**src/rtl/fib_pkg.sv**
```systemverilog
// Shared constants and operation decode for the Fibonacci datapath.
// The operand stack and the controller both build on these.
package fib_pkg;

    localparam int unsigned STACK_WIDTH = 8;
    localparam int unsigned STACK_DEPTH = 8;
    localparam int unsigned PTR_W       = 3;

    // Accepted-operation codes after rejecting illegal push/pop requests
    localparam logic [1:0] NOP  = 2'd0;
    localparam logic [1:0] PUSH = 2'd1;
    localparam logic [1:0] POP  = 2'd2;
    localparam logic [1:0] REPL = 2'd3;

    // A simultaneous push/pop on an empty stack degrades to a plain push.
    function automatic logic [1:0] decode_op(input logic push_req, input logic pop_req,
                                             input logic is_empty, input logic is_full);
        if (push_req && pop_req) return is_empty ? PUSH : REPL;
        if (push_req)            return is_full ? NOP : PUSH;
        if (pop_req)             return is_empty ? NOP : POP;
        return NOP;
    endfunction

endpackage

```
**src/rtl/stack_pointer_counter.sv**
```systemverilog
// Saturating up/down occupancy counter in the range 0..2^PTR_W.
// Exposes the low bits as a wrapping pointer plus empty/full decodes.
module stack_pointer_counter #(
    parameter int unsigned PTR_W = fib_pkg::PTR_W
) (
    input  logic             clk,
    input  logic             rst,
    input  logic             inc,
    input  logic             dec,
    output logic [PTR_W:0]   count,
    output logic [PTR_W-1:0] sp,
    output logic             empty,
    output logic             full
);

    localparam logic [PTR_W:0] MAX_COUNT = {1'b1, {PTR_W{1'b0}}};
    localparam logic [PTR_W:0] ONE       = {{PTR_W{1'b0}}, 1'b1};

    logic [PTR_W:0] count_q, count_d;

    always_comb begin
        count_d = count_q;
        if (inc && !dec && (count_q != MAX_COUNT)) begin
            count_d = count_q + ONE;
        end else if (dec && !inc && (count_q != '0)) begin
            count_d = count_q - ONE;
        end
    end

    always_ff @(posedge clk or posedge rst) begin
        if (rst) begin
            count_q <= '0;
        end else begin
            count_q <= count_d;
        end
    end

    assign count = count_q;
    assign sp    = count_q[PTR_W-1:0];
    assign empty = (count_q == '0);
    assign full  = (count_q == MAX_COUNT);

endmodule

```
**src/rtl/lifo_stack.sv**
```systemverilog
// 8-entry LIFO operand stack with registered pop output, replace-top and
// sticky overflow/underflow flags. sp feeds the downstream magnitude comparator.
module lifo_stack #(
    parameter int unsigned WIDTH = fib_pkg::STACK_WIDTH,
    parameter int unsigned DEPTH = fib_pkg::STACK_DEPTH,
    parameter int unsigned PTR_W = fib_pkg::PTR_W
) (
    input  logic             clk,
    input  logic             rst,
    input  logic             push,
    input  logic             pop,
    input  logic [WIDTH-1:0] din,
    output logic [WIDTH-1:0] dout,
    output logic             dout_valid,
    output logic [WIDTH-1:0] top,
    output logic [PTR_W-1:0] sp,
    output logic             empty,
    output logic             full,
    output logic             ovf,
    output logic             unf
);

    import fib_pkg::*;

    logic [WIDTH-1:0] mem_q [DEPTH];

    logic [PTR_W:0]   count;
    logic [PTR_W-1:0] top_idx;
    logic [1:0]       op;
    logic             cnt_inc, cnt_dec;
    logic             wr_en;
    logic [PTR_W-1:0] wr_idx;

    logic [WIDTH-1:0] dout_q, dout_d;
    logic             dout_valid_q, dout_valid_d;
    logic             ovf_q, ovf_d;
    logic             unf_q, unf_d;

    stack_pointer_counter #(
        .PTR_W (PTR_W)
    ) u_sp_cnt (
        .clk   (clk),
        .rst   (rst),
        .inc   (cnt_inc),
        .dec   (cnt_dec),
        .count (count),
        .sp    (sp),
        .empty (empty),
        .full  (full)
    );

    // Wraps to the last slot when full, where sp itself reads back as 0
    assign top_idx = PTR_W'(count - 1'b1);

    always_comb begin
        op           = decode_op(push, pop, empty, full);
        cnt_inc      = 1'b0;
        cnt_dec      = 1'b0;
        wr_en        = 1'b0;
        wr_idx       = sp;
        dout_d       = dout_q;
        dout_valid_d = 1'b0;
        ovf_d        = ovf_q | (push & ~pop & full);
        unf_d        = unf_q | (pop & empty);
        unique case (op)
            PUSH: begin
                cnt_inc = 1'b1;
                wr_en   = 1'b1;
            end
            POP: begin
                cnt_dec      = 1'b1;
                dout_d       = mem_q[top_idx];
                dout_valid_d = 1'b1;
            end
            REPL: begin
                wr_en        = 1'b1;
                wr_idx       = top_idx;
                dout_d       = mem_q[top_idx];
                dout_valid_d = 1'b1;
            end
            default: ;
        endcase
    end

    // Storage is deliberately not reset; a write under reset is discarded.
    always_ff @(posedge clk) begin
        if (!rst && wr_en) begin
            mem_q[wr_idx] <= din;
        end
    end

    always_ff @(posedge clk or posedge rst) begin
        if (rst) begin
            dout_q       <= '0;
            dout_valid_q <= 1'b0;
            ovf_q        <= 1'b0;
            unf_q        <= 1'b0;
        end else begin
            dout_q       <= dout_d;
            dout_valid_q <= dout_valid_d;
            ovf_q        <= ovf_d;
            unf_q        <= unf_d;
        end
    end

    assign top        = empty ? '0 : mem_q[top_idx];
    assign dout       = dout_q;
    assign dout_valid = dout_valid_q;
    assign ovf        = ovf_q;
    assign unf        = unf_q;

endmodule

```
**config.mk**
```make
export PLATFORM = sky130hd
export DESIGN_NAME = lifo_stack
export DESIGN_NICKNAME = d
export VERILOG_FILES = /design/src/rtl/fib_pkg.sv /design/src/rtl/stack_pointer_counter.sv /design/src/rtl/lifo_stack.sv
export SDC_FILE = /design/constraint.sdc
export NUM_CORES = 1
export LEC_CHECK = 0
export CAP_MARGIN = 15
export CORE_MARGIN = 5
export CORE_UTILIZATION = 51
export DETAILED_ROUTE_END_ITERATION = 10
export PLACE_DENSITY_LB_ADDON = 0.12
export SYNTH_ARGS = -nofsm -noshare
export SYNTH_HDL_FRONTEND = slang
export SYNTH_SLANG_ARGS = --single-unit
```
**constraint.sdc**
```tcl
create_clock -name clk -period 2.6 [get_ports clk]
set_input_delay 0.26 -clock clk [delete_from_list [all_inputs] [get_ports clk]]
set_output_delay 0.26 -clock clk [all_outputs]
set_load 0.01 [all_outputs]
```
### Word level (Yosys, flattened, before mapping)

Memories as Yosys holds them, arrays and structs flattened.
Cells that the tools add are included.

| cells by class | value |
|---|---|
| $add $sub $neg | 2 |
| equality and inequality tests | 5 |
| mux-type cells | 25 |
| bitwise gates (word level) | 6 |
| reduce and logical (&&, ||, !) cells | 14 |

Operators by type and width:

| kind | number |
|---|---|
| $mux 2 | 8 |
| $mux 1 | 13 |
| $mux 4 | 2 |
| $mux 8 | 1 |
| $logic_and 1x1->1 | 6 |
| $add 4x1->4 const B | 1 |
| $eq 2x2->1 const B | 2 |
| $eq 4x4->1 const B | 1 |
| $logic_not 4->1 | 1 |
| $ne 4x4->1 const B | 1 |
| $reduce_bool 4->1 | 1 |
| $reduce_or 2->1 | 2 |
| $sub 4x1->4 const B | 1 |
| $and 1x1->1 | 3 |
| $logic_not 1->1 | 3 |
| $mux 3 | 1 |
| $eq 2x1->1 const B | 1 |
| $or 1x1->1 | 2 |
| $reduce_bool 2->1 | 1 |
| $not 1->1 | 1 |

| word-level totals | value |
|---|---|
| bits in registers | 15 |
| memory bits (writable) | 64 |
| input bits | 12 |
| output and inout port bits | 24 |
| logic and storage cells | 58 |
| memories | 1 |

Memory list:

| memory | depth | width | read ports | clocked after Yosys merged registers in | wr ports | RTL line | text |
|---|---|---|---|---|---|---|---|
| mem_q | 8 | 8 | 1 | 0 | 1 | lifo_stack.sv:25 | `logic [WIDTH-1:0] mem_q [DEPTH];` |

### Longest topological paths before layout

| logic depth | value |
|---|---|
| depth after elaboration | 15 |
| depth in mapped cells | 11 |
| gate-level depth less buffers | 6 |

### Cells and area by module

Synthesis repeated with hierarchy kept, for this count alone.

| second synthesis, totals | value |
|---|---|
| cells, all modules | 248 |
| area, all modules | 3433.3 µm² |

Modules (own cells, without submodules):

| module | times used | cells an instance | area each (µm²) | sequential area each (µm²) |
|---|---|---|---|---|
| lifo_stack | 1 | 219 | 3105.5 | 2197.1 |
| stack_pointer_counter | 1 | 29 | 327.8 | 100.1 |

### Worst setup path before layout

Ideal clock, no wire load.

| timing path | value |
|---|---|
| path type | reg2reg |
| start | register u_sp_cnt.count_q[0], in the netlist u_sp_cnt.count[0] |
| end | memory mem_q[1][0] (netlist bit) (enable) |
| library setup time | 0.370 ns |
| arrival time | 2.143 ns |
| required time | 2.230 ns |
| setup slack | 0.087 ns |
| stages on the path, launching flop included | 11 |
| buffers on the path | 4 |
| period minus slack after synthesis | 2.513 ns |
| path through | dfrtp_1 > buf_2 > buf_2 > inv_1 > ha_1 > buf_4 > or3b_1 > buf_4 > nand3_4 > a31oi_4 > nor2_1 |

| on the way | value |
|---|---|
| longest elaborated chain between the ends | 14 |
| elaborated cells on any way between the ends | 20 |
| classes of those cells | add/sub: 1; eq/ne: 3; mux: 13; reduce/logical: 3 |

RTL lines:

| element | RTL line | text |
|---|---|---|
| from (decl) | stack_pointer_counter.sv:19 | `logic [PTR_W:0] count_q, count_d;` |
| from (signal assigned) | stack_pointer_counter.sv:34 | `count_q <= count_d;` |
| $logic_not 4->1 | stack_pointer_counter.sv:40 | `assign empty = (count_q == '0);` |
| $mux 2 (2 in a row) | fib_pkg.sv:18 | `if (push_req && pop_req) return is_empty ? PUSH : REPL;` |
| $mux 2 | fib_pkg.sv:19 | `if (push_req) return is_full ? NOP : PUSH;` |
| $mux 2 | fib_pkg.sv:20 | `if (pop_req) return is_empty ? NOP : POP;` |
| $mux 2 | fib_pkg.sv:21 | `return NOP;` |
| $mux 2 | fib_pkg.sv:20 |  |
| $mux 2 | fib_pkg.sv:19 |  |
| $eq 2x2->1 or $eq 2x1->1 (tied branches) | lifo_stack.sv:65 | `unique case (op)` |
| $reduce_or 2->1 (no source line) | n/a |  |
| $mux 1 | lifo_stack.sv:65 |  |
| $logic_and 1x1->1 | lifo_stack.sv:87 | `if (!rst && wr_en) begin` |
| $mux 1 | lifo_stack.sv:87 |  |
| $mux 1 (not written as such) | lifo_stack.sv:88 | `mem_q[wr_idx] <= din;` |
| to (decl) | lifo_stack.sv:25 |  |

Parallel ways exist; a longest one is shown, timed or not. The select of a mux whose other input is x is not followed.

### Final worst setup path

| timing path | value |
|---|---|
| start | register u_sp_cnt.count_q[0], in the netlist u_sp_cnt.count[0] |
| end | output port full |

| on the way | value |
|---|---|
| longest elaborated chain between the ends | 1 |

RTL lines:

| element | RTL line | text |
|---|---|---|
| $eq 4x4->1 | stack_pointer_counter.sv:41 | `assign full = (count_q == MAX_COUNT);` |
| to (decl) | lifo_stack.sv:18 | `output logic full,` |

Every way passes these cells.

==> impl_results.md <==
- Setup crit start kind: register
- Register area: between 2000 and 2500 um^2
- GPL Wtd Cong: 0.814
- Filler Cells Inserted: 531
- Residual DRC: 0
- Leading area contributor after synthesis: edfxtp_1
- Synth Net Count: between 200 and 300
- Root Driver: clkbuf_8
- Number of buffers created by CTS: 9
- Pre-antenna DRT Iters: 4
- Layout cell share with drive strength beyond 1: 0.171
- Fmax achieved: slightly above 400 MHz
- Critical path arrival: 2.20 ns
- Number of synthesized flops with an enable pin: 64
- Worst slew margin: 0.598
- Max Root-Sink Buffers: 2
- Final worst-path cycle share: 0.945
- Hold crit path type: in -> async
- Post-synth top area share: 0.547
- Leakage: about 1.7 nW
- Area of the multi-input gates: between 1000 and 1500 um^2
- Clock transition at the registers of the reported paths: around 0.090 ns
- Die area: just under 9000 um^2
- H-tree levels: 3
- Final setup violation count: 0
- Syn avg cell area: around 13 um^2
- Io pins: 36
- PD cells: about 1300 nW/um^2
- Synth warn: 0
- Largest net degree at the start of global routing: 44
- DR WL/cell: about 17 um
- Slew Limit Fails: 0
- Total gr overflow: 0
- Die width: about 93 um
- Synth area leaders: edfxtp_1, dfrtp_1, mux2i_1
- Kind of end point of the critical path: output port
- Clk sinks: a little under 80
- CTS tree: built
- Crit path time final: 2.46 ns
- Hold Buf Count CTS: 0
- Initial core utilization: 0.520
- Max_cap viols: 0
- Via count: between 2,000 and 2,500
- Post-Route WL: 6.81 mm
- Syn Inst Count: between 200 and 300
- Max VDD drop: around 0.46 mV
- Placed Instances: ~380
- Status: finished, final reports clean
- Met1 Use GR: 0.242
- Layout overhead on the synthesized area: 22.6%
- Non-Filler Instances: around 400
- Top_reg_cell synth: edfxtp_1
- Final hold vios: 0
- Synth cell types: 43
- Global Route Usage Sum: 0.167
- Iteration-0 DRC Markers: ~120
- Slew @ Worst Pin: ~0.60 ns
- Initial antenna violation count: 0
- Dpl hpwl: 4.77 mm
- Required @ worst endpoint: ~2.3 ns
- FFs w/ async S/R, synth: 0.190
- Most frequent cell after synthesis: edfxtp_1
- ANT nets after route: 0
- Final setup skew: between 0.01 and 0.015 ns
- Nets: between 300 and 400
- Skew-Pair Late Insertion Delay: 0.35 ns
- Global-route wire length before repair: about 11 mm
- Post-Synthesis Cell Area: 3510 um^2
- Max FO, Critical Path: 6
- Core Area: between 6000 and 7000 um^2
- Final TNS setup: 0 ns
- Grt met3 use: 0.0434
- RSZ-0062 raised after global routing: false
- Number of global-route vias before repair: between 1,500 and 2,000
- Register bit total from synthesis: 79
- Antenna cells: 0
- Sequential fraction of the synthesis area: 0.654
- Rows: 30
- DR vias/cell: ~5.5
- WS Path Type: reg -> out
- Die Y: 93.0 um
- Synth top cells by count: edfxtp_1, mux2i_1, nand3_1, nor2_1, dfrtp_1
- Met2 GRT Util: 0.244
- Gr busiest metal: met2
- I/O Buffers: 35
==> cell families after synthesis <==
logic type      synth area share
flops                      0.654
fa+ha+maj                0.00712
buf+inv                   0.0420
mux                       0.0969
compound gates            0.0513
simple gates               0.132
xor+xnor                  0.0167
==> area by class of cell <==
cell class	count	area share
Sequential cell	79	0.534
Multi-Input combinational cell	154	0.257
Timing Repair Buffer	58	0.131
Clock buffer	9	0.0288
Tap cell	80	0.0232
Clock inverter	7	0.0186
Inverter	8	0.00756
==> state kept, by name, summed over array words and instances, names as in the netlist <==
| name | count |
|---|---|
| dout | 8 |
| dout_valid | 1 |
| mem_q | 64 |
| ovf | 1 |
| u_sp_cnt.count | 4 |
| unf | 1 |
==> per-layer routing <==
layer	up-vias	part of all wire
li1	1070	-
met1	1025	0.49
met2	62	0.45
met3	9	0.053
met4	0	0.012
met5	-	0
==> placed cells by master (no fill, tap or decap), types with 2 or more instances in the layout <==
master,instances
dfrtp_1,14
nand2_1,14
dlymetal6s2s_1,9
mux2i_1,34
xnor2_1,2
clkdlybuf4s50_1,26
clkbuf_8,9
buf_4,21
clkinv_4,2
nand4_1,10
nand3_1,34
nor2b_1,3
inv_1,6
edfxtp_1,64
a2bb2oi_1,2
o21ai_0,8
nor2_1,20
==> worst paths after layout <==
check | start | cells after the start | slack, ns | to
setup / recovery | u_sp_cnt.count[0]$_DFFE_PP0P_ | 7 | 0.14 | full
hold / removal | rst | 2 | 0.30 | u_sp_cnt.count[2]$_DFFE_PP0P_
setup reg to reg | u_sp_cnt.count[0]$_DFFE_PP0P_ | 9 | 0.23 | mem_q[2][2]$_DFFE_PP_
hold reg to reg | ovf$_DFF_PP0_ | 1 | 0.47 | ovf$_DFF_PP0_
max in group asynchronous | rst | 2 | 1.88 | u_sp_cnt.count[0]$_DFFE_PP0P_
min in group clk | ovf$_DFF_PP0_ | 1 | 0.47 | ovf$_DFF_PP0_
==> metrics by stage <==
stage                      util  hold slack [ns]  setup slack (ns)  total power [mW]  area (um^2)
final                     0.637            0.298             0.143              5.38         4310
after global routing      0.637            0.362            0.0202              5.73         4310
after CTS                 0.630            0.303           0.00549              5.40         4260
after detailed placement  0.594            0.456             0.235              4.39         4010
after global placement    0.594            0.457             0.261              4.36         4010
after floorplan               -            0.161            0.0870              3.35         3510
==> power breakdown <==
group	internal (mW)	switching (mW)
combinational	1.33	1.46
clock	0.455	0.459
sequential	1.57	0.106
total	3.35	2.03
==> timing repair <==
item,CTS,global route
gates resized for setup,6,13
setup buffers,0,1
endpoints found under the setup margin,9,9
==> critical path, cell delays in order, from the launching register on <==
cell and delay (ns):
dfrtp_2 0.42, inv_1 0.10, ha_4 0.21, buf_4 0.16, nor2b_1 0.20, nand2_1 0.12, inv_1 0.10, clkdlybuf4s50_1 0.54
Power figures use the tool's default switching activity.
